**config.mk**
```make
export PLATFORM = sky130hd
export DESIGN_NAME = gate_op_arbiter
export DESIGN_NICKNAME = d
export VERILOG_FILES = /design/src/rtl/gate_pkg.sv /design/src/rtl/gate_op_arbiter_gates.sv /design/src/rtl/gate_op_arbiter_rr_arbiter.sv /design/src/rtl/gate_op_arbiter.sv
export SDC_FILE = /design/constraint.sdc
export NUM_CORES = 1
export LEC_CHECK = 0
export ABC_AREA = 1
export ABC_CLOCK_PERIOD_IN_PS = 11160
export CORE_AREA = 2 2 247 249
export CTS_CLUSTER_DIAMETER = 60
export DETAILED_ROUTE_END_ITERATION = 8
export DIE_AREA = 0 0 249 251
export GPL_ROUTABILITY_DRIVEN = 0
export GPL_TIMING_DRIVEN = 0
export PLACE_DENSITY = 0.55
export SLEW_MARGIN = 20
export SYNTH_ARGS = -nofsm -noshare
export SYNTH_HDL_FRONTEND = slang
export SYNTH_HIERARCHICAL = 1
export SYNTH_SLANG_ARGS = --single-unit
```
**constraint.sdc**
```tcl
create_clock -name clk -period 11.16 [get_ports clk]
set_clock_uncertainty 0.15 [all_clocks]
set_input_delay 1.116 -clock clk [delete_from_list [all_inputs] [get_ports clk]]
set_output_delay 1.116 -clock clk [all_outputs]
set_load 0.02 [all_outputs]
```
**src/rtl/gate_pkg.sv**
```systemverilog
// Shared definitions for the gate-op arbiter: op codes, op width and legality check.
package gate_pkg;

  localparam int OPW = 3;

  typedef enum logic [OPW-1:0] {
    OP_INV  = 3'd0,
    OP_AND  = 3'd1,
    OP_NAND = 3'd2,
    OP_MUX  = 3'd3,
    OP_NOR  = 3'd4
  } op_e;

  function automatic logic op_legal(input logic [OPW-1:0] op);
    return (op <= OP_NOR);
  endfunction

endpackage

```
**src/rtl/gate_op_arbiter_gates.sv**
```systemverilog
// Bit-parallel gate cells shared by all requesters of gate_op_arbiter.
module gate_inv #(
  parameter int W = 64
) (
  input  logic [W-1:0] a,
  output logic [W-1:0] y
);
  assign y = ~a;
endmodule

module gate_and2 #(
  parameter int W = 64
) (
  input  logic [W-1:0] a,
  input  logic [W-1:0] b,
  output logic [W-1:0] y
);
  assign y = a & b;
endmodule

module gate_nand2 #(
  parameter int W = 64
) (
  input  logic [W-1:0] a,
  input  logic [W-1:0] b,
  output logic [W-1:0] y
);
  assign y = ~(a & b);
endmodule

module gate_mux2 #(
  parameter int W = 64
) (
  input  logic [W-1:0] a,
  input  logic [W-1:0] b,
  input  logic         sel,
  output logic [W-1:0] y
);
  assign y = sel ? b : a;
endmodule

module gate_nor2 #(
  parameter int W = 64
) (
  input  logic [W-1:0] a,
  input  logic [W-1:0] b,
  output logic [W-1:0] y
);
  assign y = ~(a | b);
endmodule

```
**src/rtl/gate_op_arbiter_rr_arbiter.sv**
```systemverilog
// Combinational round-robin arbiter: first set request at or above ptr, wrapping at N.
module rr_arbiter #(
  parameter int N  = 4,
  parameter int IW = (N > 1) ? $clog2(N) : 1
) (
  input  logic [N-1:0]  req,
  input  logic          en,
  input  logic [IW-1:0] ptr,
  output logic [N-1:0]  gnt,
  output logic [IW-1:0] gnt_idx
);

  int   w_idx;
  logic w_found;

  always_comb begin
    gnt     = '0;
    gnt_idx = '0;
    w_found = 1'b0;
    w_idx   = 0;
    for (int k = 0; k < N; k++) begin
      // Explicit wrap keeps non-power-of-2 N correct without a modulo operator.
      w_idx = int'(ptr) + k;
      if (w_idx >= N) w_idx = w_idx - N;
      if (en && !w_found && req[w_idx]) begin
        gnt[w_idx] = 1'b1;
        gnt_idx    = IW'(w_idx);
        w_found    = 1'b1;
      end
    end
  end

endmodule

```
**src/rtl/gate_op_arbiter.sv**
```systemverilog
// Round-robin sharing of one gate datapath among NREQ requesters, with a
// single-entry registered output stage and a saturating completion counter.
module gate_op_arbiter
  import gate_pkg::*;
#(
  parameter  int WIDTH = 64,
  parameter  int NREQ  = 4,
  localparam int IDW   = $clog2(NREQ)
) (
  input  logic                  clk,
  input  logic                  rst_n,
  input  logic [NREQ-1:0]       in_valid,
  output logic [NREQ-1:0]       in_ready,
  input  logic [NREQ*3-1:0]     in_op,
  input  logic [NREQ*WIDTH-1:0] in_a,
  input  logic [NREQ*WIDTH-1:0] in_b,
  input  logic [NREQ-1:0]       in_sel,
  output logic                  out_valid,
  input  logic                  out_ready,
  output logic [WIDTH-1:0]      out_data,
  output logic [IDW-1:0]        out_id,
  output logic                  out_err,
  output logic [31:0]           done_cnt
);

  localparam logic [IDW-1:0] LAST = IDW'(NREQ - 1);

  logic             r_out_valid;
  logic [WIDTH-1:0] r_out_data;
  logic [IDW-1:0]   r_out_id;
  logic             r_out_err;
  logic [IDW-1:0]   r_ptr;
  logic [31:0]      r_done_cnt;

  logic [OPW-1:0]   w_op_arr [NREQ];
  logic [WIDTH-1:0] w_a_arr  [NREQ];
  logic [WIDTH-1:0] w_b_arr  [NREQ];

  generate
    for (genvar gi = 0; gi < NREQ; gi++) begin : g_unpack
      assign w_op_arr[gi] = in_op[gi*OPW +: OPW];
      assign w_a_arr[gi]  = in_a[gi*WIDTH +: WIDTH];
      assign w_b_arr[gi]  = in_b[gi*WIDTH +: WIDTH];
    end
  endgenerate

  logic             w_can_accept;
  logic             w_arb_en;
  logic [NREQ-1:0]  w_gnt;
  logic [IDW-1:0]   w_gnt_idx;
  logic             w_grant;

  assign w_can_accept = !r_out_valid || out_ready;
  // Gating with rst_n keeps in_ready low while reset is held.
  assign w_arb_en     = w_can_accept && rst_n;

  rr_arbiter #(
    .N  (NREQ),
    .IW (IDW)
  ) u_arb (
    .req     (in_valid),
    .en      (w_arb_en),
    .ptr     (r_ptr),
    .gnt     (w_gnt),
    .gnt_idx (w_gnt_idx)
  );

  assign w_grant  = |w_gnt;
  assign in_ready = w_gnt;

  logic [OPW-1:0]   w_op;
  logic [WIDTH-1:0] w_a;
  logic [WIDTH-1:0] w_b;
  logic             w_sel;

  assign w_op  = w_op_arr[w_gnt_idx];
  assign w_a   = w_a_arr[w_gnt_idx];
  assign w_b   = w_b_arr[w_gnt_idx];
  assign w_sel = in_sel[w_gnt_idx];

  logic [WIDTH-1:0] w_inv_y;
  logic [WIDTH-1:0] w_and_y;
  logic [WIDTH-1:0] w_nand_y;
  logic [WIDTH-1:0] w_mux_y;
  logic [WIDTH-1:0] w_nor_y;

  gate_inv   #(.W(WIDTH)) u_inv  (.a(w_a), .y(w_inv_y));
  gate_and2  #(.W(WIDTH)) u_and  (.a(w_a), .b(w_b), .y(w_and_y));
  gate_nand2 #(.W(WIDTH)) u_nand (.a(w_a), .b(w_b), .y(w_nand_y));
  gate_mux2  #(.W(WIDTH)) u_mux  (.a(w_a), .b(w_b), .sel(w_sel), .y(w_mux_y));
  gate_nor2  #(.W(WIDTH)) u_nor  (.a(w_a), .b(w_b), .y(w_nor_y));

  logic [WIDTH-1:0] w_result;
  logic             w_err;

  always_comb begin
    w_result = '0;
    w_err    = !op_legal(w_op);
    case (w_op)
      OP_INV:  w_result = w_inv_y;
      OP_AND:  w_result = w_and_y;
      OP_NAND: w_result = w_nand_y;
      OP_MUX:  w_result = w_mux_y;
      OP_NOR:  w_result = w_nor_y;
      default: w_result = '0;
    endcase
  end

  always_ff @(posedge clk or negedge rst_n) begin
    if (!rst_n) begin
      r_out_valid <= 1'b0;
      r_out_data  <= '0;
      r_out_id    <= '0;
      r_out_err   <= 1'b0;
      r_ptr       <= '0;
      r_done_cnt  <= '0;
    end else begin
      // A grant implies can_accept, so any current result retires at this same edge.
      if (w_grant) begin
        r_out_valid <= 1'b1;
        r_out_data  <= w_result;
        r_out_id    <= w_gnt_idx;
        r_out_err   <= w_err;
        r_ptr       <= (w_gnt_idx == LAST) ? '0 : w_gnt_idx + IDW'(1);
      end else if (out_ready) begin
        r_out_valid <= 1'b0;
      end
      if (r_out_valid && out_ready && (r_done_cnt != 32'hFFFF_FFFF)) begin
        r_done_cnt <= r_done_cnt + 32'd1;
      end
    end
  end

  assign out_valid = r_out_valid;
  assign out_data  = r_out_data;
  assign out_id    = r_out_id;
  assign out_err   = r_out_err;
  assign done_cnt  = r_done_cnt;

endmodule
```
==> run metrics <==
Setup-failing EPs final 0; PD cells 363.8 nW/um2; hold path startpoint out_data[5]; Sink Count 102; status finished, final reports clean; FMAX 158.8 MHz; CTS tree yes; # DRC 0; Reg clk slew, reported paths 0.08 ns; synth warn 6; Num CTS Buffers 9; Worst EP required 11.30 ns; r2r startpoint r_ptr[0]; syn avg cell area 5.456 um2; Routed WL 84670 um; adder-cell share of the synthesized area 0.008359; unrepaired setup endpoints after global routing false; clk_lat worst skew 0.40 ns; Synth Instances 2469; Routed WL per cell 21.63 um; final hold slack 0.3353 ns; number of port buffers 638; synthesized area 13470 um2; post-synthesis simple-gate area fraction 0.4693; # nets final 3663; largest family of logic cells by synthesized area simple AND/OR/NAND/NOR gates; max-slew violations 0; Max Cap Viol 0; post-synthesis sequential element count 102; crit path DAT 6.44 ns; setup bufs post-CTS 0; setup slack, reg-to-reg 5.00 ns; global-route total usage across every layer 0.2632; Die Span Y 251 um; Switching Power 5.028 mW; Seq/Total Area, Yosys 0.1895; crit-path max FO 58; ys async rst share 1.000; setup TNS 0 ns; Slew headroom 0.1620; Layout Utilization 0.3548; worst min path class register to register; EDFF count, synth 0; first-pass GRT wire length 123200 um; initial antenna violation count 15; Vias 19410; Core ar. 59790 um2; Logic pwr share 0.875; Post-synth top cells 797 x nand2_1, 348 x nor2_1, 272 x o21ai_0, 172 x inv_1, 168 x nand3_1; Seq. cell area 2552 um2; post-route minimum period 6.296 ns; clock tree buffer depth 2; Die Area 62500 um2; Compound-Gate Fraction of Synth Area 0.1982; measured slew at the worst slew-check pin 1.257 ns; num ports 639; post-synth top area cell nand2_1; Resize count post-CTS 0; sequential power share 0.076; Synth top area share 0.2221; Net Count, Synth 3013; worst r2r path cells 21; ys flop type dfrtp_1; Cell Int Power 2.689 mW; CP endpoint kind register; vias in the first global route 19040; switch share 0.6515; post-synth cell types 35; hold-critical path depth 2; Synth area leaders nand2_1 22%, dfrtp_1 19%, o21ai_0 10%, nor2_1 9.7%, nand4_1 6.4%; Die X 249 um; worst setup path start rst_n; post-synthesis mux area share 0.0008359; layout cells sized above 1 0.04097; row count 90; total congestion overflow 0; Setup crit start kind input port; Post-Synth XOR/XNOR Area 0.01755; Layout area overhead 57.47%; htree depth 3; largest net degree at the start of global routing 59; DP Wirelength 66870 um; reg2reg end out_data[52]; Starting DRT DRC Count 1549; footprint of the multi-input gates 9353 um2; most frequent cell after synthesis nand2_1; CP Class input port to register; hold_buf cts 0; Fin. Hold Viols 0; Post-DRT Antenna Nets 0; via density per instance 4.958; Worst VDD drop 0.1356 mV; Root Buffer clkbuf_16; clock share of power 0.050; first-pass detailed-route iteration total 5; initial core utilization 0.2253; LEAKAGE 10.16 nW; Critical Path End out_data[52]; final worst-path cycle share 0.5641; fill count 6660
## cell type report
class	instances	area share
well taps	782	0.04612
multi-input cells	1999	0.4409
plain buffers	187	0.04193
diodes	8	0.0009437
inverters	181	0.03203
flip-flops and latches	102	0.1203
clock buffers	10	0.01127
repair buffers	639	0.3024
clock inverters	6	0.004129
## state kept, by name (all words and copies together), names as in the netlist
signal and cells:
r_ptr 2, out_data 64, out_id 2, out_err 1, done_cnt 32, out_valid 1
## per-layer routing
metal / share of wire / global-route usage / vias to the layer above
li1: - / - / 9491
met2: 0.48 / 0.4620 / 778
met4: 0.035 / 0.09368 / 14
met5: 0.0010 / 0 / -
met3: 0.063 / 0.04597 / 125
met1: 0.42 / 0.3226 / 8998
## kinds of logic after synthesis
kind of cell,count (synthesis)
simple gates,1494
compound gates,468
buf+inv,368
flops,102
xor+xnor,27
fa+ha+maj,9
mux,1
## how the worst min path moves through the flow
stage / to
2_1_floorplan: out_data[0]
3_3_place_gp: out_data[25]
3_5_place_dp: out_data[25]
4_1_cts: out_data[3]
5_1_grt: out_data[23]
6_report: out_data[5]
## critical path, cell delays in order
cell      delay [ns]
buf_6           0.44
o21a_1          0.30
inv_1           0.06
nor2_1          0.38
nand2_1         0.09
nand2_1         0.08
inv_1           0.04
nand3_1         0.27
buf_2           0.58
buf_2           0.63
buf_2           0.49
buf_1           0.63
nor2_1          0.11
o22ai_1         0.59
nand2_1         0.11
nand4_1         0.11
nand3_1         0.09
o21bai_1        0.15
nand2_1         0.06
## power groups by stage
stage	clock (mW)	combinational, mW	sequential, mW
6_report	0.383	6.75	0.584
5_1_grt	0.402	7.47	0.599
4_1_cts	0.394	6.75	0.585
3_5_place_dp	0	6.74	0.590
3_3_place_gp	0	6.71	0.591
2_1_floorplan	0	4.04	0.699
## cells in the final DEF, fill, tap and decap left out, drive strengths merged
cell type,count
clkinvlp,1
nand4,138
and2,1
xnor2,6
clkbuf,119
bufinv,1
o21ai,272
clkdlybuf4s50,637
a31oi,1
o31ai,1
o21bai,64
ha,9
buf,80
nor2,355
nor3,18
clkinv,1
diode,8
xor2,21
dfrtp,102
nor3b,1
nand2,807
inv,184
o22ai,129
mux2,1
nand3,171
nor4,2
o21a,1
nand3b,1
## metrics by stage
stage | cell area, um2 | setup slack, ns | std cells | power [mW]
finish | 21210 | 4.864 | 3914 | 7.717
global route | 21210 | 4.580 | 3912 | 8.467
CTS | 21190 | 4.951 | 3906 | 7.733
detailed placement | 20870 | 4.526 | 3890 | 7.329
global placement | 20840 | 0.4972 | 3889 | 7.298
floorplan | 13470 | 7.310 | 2469 | 4.735
No activity file was read; power rests on OpenSTA's default activity.
